### config.mk
export PLATFORM = sky130hd
export DESIGN_NAME = ahb_addr_gen
export DESIGN_NICKNAME = d
export VERILOG_FILES = /design/src/rtl/ahb_pkg.sv /design/src/rtl/ahb_addr_gen.sv
export SDC_FILE = /design/constraint.sdc
export NUM_CORES = 1
export LEC_CHECK = 0
export ABC_AREA = 1
export CORE_ASPECT_RATIO = 0.6
export CORE_MARGIN = 2
export CORE_UTILIZATION = 46
export DETAILED_ROUTE_END_ITERATION = 10
export GPL_ROUTABILITY_DRIVEN = 0
export GPL_TIMING_DRIVEN = 0
export PLACE_DENSITY = 0.95
export RECOVER_POWER = 25
export REMOVE_ABC_BUFFERS = 1
export SLEW_MARGIN = 20
export SYNTH_ARGS = -nofsm -noshare
export SYNTH_HDL_FRONTEND = slang
export SYNTH_SLANG_ARGS = --single-unit
### constraint.sdc
create_clock -name vclk -period 19
set_input_delay 5.7 -clock vclk [all_inputs]
set_output_delay 5.7 -clock vclk [all_outputs]
set_load 0.02 [all_outputs]
### src/rtl/ahb_pkg.sv
// rtl/ahb_pkg.sv - shared types, error codes and address helpers for the AHB burst checker
//
// Purpose: transfer/burst encodings, checker FSM states, violation codes, and the
// beat-count and next-address functions used by ahb_addr_gen and ahb_burst_checker.
// Ports: none (package).

package ahb_pkg;

  typedef enum logic [1:0] {
    HTRANS_IDLE   = 2'd0,
    HTRANS_BUSY   = 2'd1,
    HTRANS_NONSEQ = 2'd2,
    HTRANS_SEQ    = 2'd3
  } htrans_t;

  typedef enum logic [2:0] {
    HBURST_SINGLE = 3'd0,
    HBURST_INCR   = 3'd1,
    HBURST_WRAP4  = 3'd2,
    HBURST_INCR4  = 3'd3,
    HBURST_WRAP8  = 3'd4,
    HBURST_INCR8  = 3'd5,
    HBURST_WRAP16 = 3'd6,
    HBURST_INCR16 = 3'd7
  } hburst_t;

  typedef enum logic {
    S_IDLE  = 1'b0,
    S_BURST = 1'b1
  } chk_state_t;

  localparam logic [2:0] ERR_SEQ_NO_BURST  = 3'd1;
  localparam logic [2:0] ERR_EARLY_TERM    = 3'd2;
  localparam logic [2:0] ERR_ADDR_MISMATCH = 3'd3;
  localparam logic [2:0] ERR_CTRL_CHANGE   = 3'd4;
  localparam logic [2:0] ERR_UNALIGNED     = 3'd5;
  localparam logic [2:0] ERR_SIZE_ILLEGAL  = 3'd6;
  localparam logic [2:0] ERR_BOUNDARY_1K   = 3'd7;

  // WRAP4/8/16 are the even non-zero encodings.
  function automatic logic is_wrap(input logic [2:0] burst);
    return (burst != HBURST_SINGLE) && !burst[0];
  endfunction

  // SINGLE and INCR both report 1; INCR length is open-ended.
  function automatic logic [4:0] burst_beats(input logic [2:0] burst);
    case (burst)
      HBURST_WRAP4, HBURST_INCR4:   return 5'd4;
      HBURST_WRAP8, HBURST_INCR8:   return 5'd8;
      HBURST_WRAP16, HBURST_INCR16: return 5'd16;
      default:                      return 5'd1;
    endcase
  endfunction

  // Largest wrap window is 16 beats x 128 bytes = 2 KB, so only the low 11 address
  // bits take part in wrapping. The result is 12 bits: bit 11 is the carry out of
  // an incrementing step, which the caller propagates into the upper address.
  function automatic logic [11:0] next_addr(input logic [10:0] addr,
                                            input logic [2:0]  size,
                                            input logic [2:0]  burst);
    logic [11:0] inc;
    logic [11:0] sum;
    logic [11:0] mask;
    inc  = 12'd1 << size;
    sum  = {1'b0, addr} + inc;
    mask = ({7'd0, burst_beats(burst)} << size) - 12'd1;
    if (is_wrap(burst)) begin
      return ({1'b0, addr} & ~mask) | (sum & mask);
    end
    return sum;
  endfunction

endpackage

### src/rtl/ahb_addr_gen.sv
// rtl/ahb_addr_gen.sv - combinational next-address generator for INCR and WRAP bursts
//
// Purpose: expected address of the beat following addr for a given size and burst.
// Ports:
//   addr      in  ADDR_W  current beat address
//   size      in  3       transfer size (2^size bytes)
//   burst     in  3       burst type
//   addr_next out ADDR_W  expected address of the next beat

module ahb_addr_gen
  import ahb_pkg::*;
#(
  parameter int ADDR_W = 32
) (
  input  logic [ADDR_W-1:0] addr,
  input  logic [2:0]        size,
  input  logic [2:0]        burst,
  output logic [ADDR_W-1:0] addr_next
);

  logic [11:0] low_next;

  assign low_next = next_addr(addr[10:0], size, burst);

  generate
    if (ADDR_W > 11) begin : g_upper
      localparam int UW = ADDR_W - 11;
      logic [UW-1:0] upper;
      // Wrap results never carry, so only incrementing bursts move the upper bits.
      assign upper     = addr[ADDR_W-1:11] + UW'(low_next[11]);
      assign addr_next = {upper, low_next[10:0]};
    end else begin : g_low_only
      assign addr_next = low_next[10:0];
    end
  endgenerate

endmodule

# Word-level counts from Yosys, hierarchy flattened
# Cells that the tools add are included.
[classes]
addsub = 3
multipliers = 0
div_mod_pow = 0
order_cmp = 0
eq_ne = 6
shift = 2
n_mux = 4
n_bitwise = 4
n_reduce_logical = 6
[ops]
columns = ["op", "n"]
rows = [
  ["$mux W12", 2],
  ["$add A21 B1 Y21", 1],
  ["$pmux W5 S3", 1],
  ["$add A11 B12 Y12", 1],
  ["$and A11 B12 Y12", 1],
  ["$and A12 B12 Y12", 1],
  ["$eq A3 B3 Y1 const B", 4],
  ["$not A12 Y12", 1],
  ["$or A12 B12 Y12", 1],
  ["$shl A1 B3 Y12 const A", 1],
  ["$shl A5 B3 Y12", 1],
  ["$sub A12 B1 Y12 const B", 1],
  ["$eq A3 B2 Y1 const B", 2],
  ["$reduce_or A2 Y1", 3],
  ["$reduce_bool A3 Y1", 1],
  ["$logic_and A1 B1 Y1", 1],
  ["$logic_not A1 Y1", 1],
  ["$mux W1", 1],
]
[word_totals]
reg_bits = 0
latchBits = 0
ram_bits = 0
mem_bits_ro = 0
in_bits = 38
output_inout_bits = 32
wordCells = 25
memories = 0

# Depth between registers and ports, before layout
[logic_depth]
ltp_word = 11
depth_mapped = 22
depth_no_buf = 21

# Least setup slack after synthesis
# No wires, ideal clock.
[synth_timing]
path_type = "input to output"
startpoint = "in size[1]"
endpoint = "out addr_next[30]"
arrival_ns = 8.614
required_time_ns = 13.300
path_slack_ns = 4.686
cell_stages = 22
n_path_buf = 1
cell_sequence = "buf_2 inv_2 nor2_1 inv_1 nor2_1 ha_1 a21oi_1 o21ai_0 a21oi_1 o21a_1 nor2_1 o211ai_1 inv_1 ha_1 nand2_2 nor3_4 nand4_4 nor2_4 nand2_4 nor2_4 nand2_1 xnor2_1"
[synth_via]
elab_chain_len = 8
elab_cells_between_ends = 11
classes_between = "add/sub: 3; shift: 2; mux: 2; bitwise: 4"
[synth_lines]
columns = ["item", "line_no", "rtl"]
rows = [
  ["start, declared", "ahb_addr_gen.sv:16", "input logic [2:0] size,"],
  ["$shl A5 B3 Y12", "ahb_pkg.sv:66", "mask = ({7'd0, burst_beats(burst)} << size) - 12'd1;"],
  ["$sub A12 B1 Y12", "ahb_pkg.sv:66", ""],
  ["$not A12 Y12", "ahb_pkg.sv:68", "return ({1'b0, addr} & ~mask) | (sum & mask);"],
  ["$and A11 B12 Y12", "ahb_pkg.sv:68", ""],
  ["$or A12 B12 Y12", "ahb_pkg.sv:68", ""],
  ["$mux W12", "ahb_pkg.sv:67", "if (is_wrap(burst)) begin"],
  ["$mux W12 (*)", "ahb_pkg.sv:70", "return sum;"],
  ["$add A21 B1 Y21 (*)", "ahb_addr_gen.sv:30", "assign upper = addr[ADDR_W-1:11] + UW'(low_next[11]);"],
  ["end, declared", "ahb_addr_gen.sv:18", "output logic [ADDR_W-1:0] addr_next"],
]
# Every way passes the cells marked *; elsewhere a longest branch is shown, timed or not. The select of a mux whose other input is x is not followed.

# Worst setup path after layout
[layout_timing]
startpoint = "in size[2]"
endpoint = "out addr_next[30]"
# The elaborated chain is that of the path after synthesis.

==> impl_metrics.toml <==
[drt]
drc = 0
drtPass1Iterations = 7
post_drt_wl_per_cell_um = 12.80
drt-initial-drc-count = 207
routed_wl_um = 4634
antenna_left = 0
num_vias = 1938
vias_per_cell = 5.354

[layout]
nets = 372
final_layout_size_suffix_gt1_frac = 0.04688
final_area_um2 = 2115
multi_input_area_um2 = 1237
final.clkbuf_count = 0
layout_commonest_cell = "nand2_1"
n_antenna_cell = 0
mostFrequentLayoutCells = "nand2_1 (66), clkdlybuf4s50_1 (62), nor2_1 (34)"
syn2layout_area_growth_pct = 52.12
nFlopsAndLatches = 0
fillers = 240
ff_latch_area_um2 = 0

[sta]
worstMarginPinSlew_ns = 0.4333
max_freq_ghz = 0.06253
rsz0062_at_grt = "no"
finalSetupViolations = 0
hold_viol_final = 0
setup_tns_ns = 0
maxSlewHeadroom = 0.7085
period_needed_ns = 15.99
fin_crit_sh = 0.8417
maxSlewViolCount = 0

[setup_path]
crit_required_ns = 13.30
worstPathMaxFanout = 11
timing_worst_setup_path_type = "in -> out"
start_kind = "primary input"
end_kind = "output port"
arrival_ns = 10.29

[synth]
ys_types = 33
syn-cell-area_um2 = 1390
synth.top_cell.area_share = 0.1782
synth-warning-count = 0
postSynthCellCount = 256
ys_seq_area_frac = 0
synth_area_leader_cell = "nand2_1"
avgSynthCellArea_um2 = 5.430
yosys-top-cells-area = "nand2_1 (18%), nand3_1 (12%), ha_1 (9.9%)"

[placed_design]
postPlaceCellArea_um2 = 2115
hpwlAfterDp_um = 4093
io_buffers = 70

[clocking]
hold_buffers = 0
cts_resized = 0
cts_setup_buffers = 0

[floorplan]
dieArea_um2 = 3492
std_cell_rows = 15
pin_count = 70
die_y_um = 46.58
core-area_um2 = 2872
fp.dieW_um = 74.97
start_util = 0.4841

[min_path]
hp-class = "in -> out"

[global_routing]
grt_max_degree = 12
grt.overflow.total = 0
antenna_found_initial = 0
grt_pass1_wl_um = 7065
track_usage = 0.2641
grt_pass1_vias = 1553

[run]
maxCapViolations = 0

[pwr]
vdd_drop_max_v = 0.00001854
p_leak_nw = 1.014
powerDensity_nw_per_um2 = 25.92

[run_status]
status = "complete, no violations"
[area by class of cell]
class / count / area share
inverters: 33 / 0.05858
well taps: 42 / 0.02485
repair buffers: 70 / 0.3314
multi-input cells: 217 / 0.5852
[per-stage QoR]
stage,hold WS (ns),setup WS (ns),power (mW),std cells,util
6_report,12.46,3.007,0.05481,362,0.7364
3_5_place_dp,12.46,3.227,0.05465,362,0.7364
2_1_floorplan,11.53,4.751,0.02862,250,-
5_1_grt,12.50,2.654,0.05889,362,0.7364
4_1_cts,12.46,3.211,0.05489,362,0.7364
3_3_place_gp,12.46,3.340,0.05325,362,0.7364
[power breakdown]
part | switching, mW | total [mW] | internal, mW
sequential | 0 | 0 | 0
combinational | 0.0302 | 0.0548 | 0.0246
clock | 0 | 0 | 0
total | 0.0302 | 0.0548 | 0.0246
[Yosys cell counts, drive strengths merged, types with 3 or more instances]
cell and n:
a21oi 18, buf 5, ha 11, inv 33, nand2 68, nand3 34
nor2 39, nor3 3, o21ai 9, xnor2 8, xor2 12
[critical path, cell delays in order]
cell and delay [ns]:
dlygate4sd3_1 0.77, inv_1 0.27, nor2_1 0.30, ha_1 0.25, nand2_1 0.10, o21ai_0 0.27, a21oi_1 0.12, o21a_1 0.22
nor2_1 0.09, o211ai_1 0.09, inv_1 0.08, ha_1 0.18, nand2_2 0.10, nor3_4 0.28, nand4_4 0.14, nor2_4 0.21
nand2_4 0.09, nor2_4 0.16, nand2_1 0.09, xnor2_1 0.14, clkdlybuf4s50_1 0.64
[path summary, 6_finish.rpt]
check / startpoint / end / depth (start not counted)
worst max-delay path: size[2] / addr_next[30] / 21
worst min-delay path: addr[10] / addr_next[10] / 4
[cells by family after synthesis]
family / count (synthesis) / synth area share
fa+ha+maj: 12 / 0.1134
compound gates: 34 / 0.1386
mux: 1 / 0.007201
buf+inv: 39 / 0.1098
xor+xnor: 20 / 0.1260
simple gates: 150 / 0.5050
[metal layers]
| metal | vias up | routed length [um] | GRT usage |
|---|---|---|---|
| met2 | 116 | 2044 | 0.4053 |
| met5 | - | 0 | 0 |
| li1 | 972 | - | - |
| met4 | 0 | 61 | 0.05000 |
| met1 | 838 | 2158 | 0.4033 |
| met3 | 12 | 370 | 0.01751 |
(Power assumes the default switching activity.)
==> RTL change: new RTL, same flow settings <==
Change the parameter `ADDR_W` from 32 to 24.
--- a/src/rtl/ahb_addr_gen.sv
+++ b/src/rtl/ahb_addr_gen.sv
@@ -11,5 +11,5 @@
   import ahb_pkg::*;
 #(
-  parameter int ADDR_W = 32
+  parameter int ADDR_W = 24
 ) (
   input  logic [ADDR_W-1:0] addr,
Interface: changed (resized addr and addr_next); port bits go from 70 to 54. No check against the original RTL was run, so the function may have changed too.
==> RTL change against the original RTL <==
- design area is 17% lower
- non-clock buffer count is 16 lower
- area after synthesis shrank 14%
- global-route usage decreased by 3.6 points
- worst setup slack gained 99 ps
- first-iteration DRC count shrank 46%
- cell count fell by 21%
- routed wire length down 25%
- total power shrank 13%
- critical endpoint is now addr_next[22]
==> RTL change: results (changes against the original RTL) <==
[routing]
drcViolationCount = 0  ; unchanged
drt_iter0_markers = 111  ; -46%
vias = 1467  ; -24%
drt_pass1_iterations = 4  ; -3
wire_per_inst_um = 12.2  ; -4.6%

[layout]
final_cell_count_no_fill = 286  ; -21%
clkbuf_count = 0  ; unchanged
nFillCells = 218  ; -9.2%
drive_gt1_frac = 0.0984  ; +0.0516
nFlopsAndLatches = 0  ; unchanged
nets = 298  ; -20%
num_antenna_cells = 0  ; unchanged

[worst_setup_path]
critPathMaxStageDelay_ps = 770  ; about the same
worstPathArrival_ps = 10190  ; -100 ps
slowest_stage = dlygate4sd3_1
cp_max_fo = 11  ; unchanged
critPathTopFamily = simple AND/OR/NAND/NOR gates

[clock_network]
cts_setup_buffers = 0  ; unchanged
cts_resized = 0  ; unchanged

[sta]
worstMarginPinSlew_ps = 790  ; +356 ps

[global_route]
antenna_found_initial = 0  ; unchanged
gr-usage-all-layers = 0.228  ; -0.0361
grt_pass1_wl_um = 5800  ; -18%
grt_pass1_vias = 1374  ; -12%
grt_max_degree = 13  ; +1

[synthesis]
synth-warning-count = 0  ; unchanged
synth_seq_area_share = 0  ; unchanged
synth.distinct_cells = 30  ; -9.1%
synth_area_leaders = nand2_1 (14%), ha_1 (11%), nand3_1 (10%), inv_1 (7.5%), xor2_1 (6.6%)
avgSynthCellArea_um2 = 5.84  ; +7.6%
synthTopCellsByCount = nand2_1 (46), nand3_1 (25), inv_1 (24), nor2_1 (17), ha_1 (11)

[run_status]
status = finished, final reports clean

[power_and_ir_drop]
leakagePower_nw = 0.820  ; -19%
max-vdd-ir-drop_mv = 0.0193  ; +4.0%

[place]
portBuffers = 54  ; -23%
place_hpwl_um = 3010  ; -27%

[min_path]
min_path_type = primary input to output pin

==> RTL change: power breakdown <==
| group | total [W] | switching (W) | internal [W] |
|---|---|---|---|
| combinational | 0.0000479 | 0.0000263 | 0.0000216 |
| clock | 0 | 0 | 0 |
| sequential | 0 | 0 | 0 |
==> RTL change: path summary, 6_finish.rpt <==
check	start	end	slack, ps	cells after the start
setup / recovery	size[1]	addr_next[22]	3110	23
hold / removal	addr[23]	addr_next[23]	12480	3
==> RTL change: layout make-up <==
class,instances,area (um2),share of cell area
inverters,28,105,0.0602
multi-input cells,172,1060,0.607
well taps,32,40.0,0.0229
repair buffers,54,541,0.309
==> RTL change: tightest hold or removal path: cells and delay by family <==
| family | cells | cell delay, ps |
|---|---|---|
| buffers and inverters | 2 | 1010 |
| XOR/XNOR | 1 | 70 |
==> RTL change: logic make-up (layout without fill, tap and decap cells) <==
| family | Yosys count | after routing | synth area share |
|---|---|---|---|
| xor gates and xnor gates | 17 | 17 | 0.124 |
| and+or+nand+nor | 113 | 113 | 0.475 |
| adders and majority gates | 12 | 12 | 0.132 |
| buffers and inverters | 33 | 82 | 0.114 |
| muxes | 2 | 2 | 0.0167 |
| AOI/OAI and AO/OA | 28 | 28 | 0.138 |
==> RTL change: routing by layer <==
layer | GRT usage | share of wire
met5 | 0 | 0
met2 | 0.411 | 0.46
met3 | 0.00698 | 0.066
met4 | 0.0115 | 0
met1 | 0.325 | 0.47
==> RTL change: through the flow <==
step / hold WS (ps) / setup slack, ps
after global routing: 12490 / 2720
final: 12480 / 3110
after global placement: 12470 / 3400
after detailed placement: 12470 / 3220
after CTS: 12480 / 3210
after floorplan: 11530 / 4950
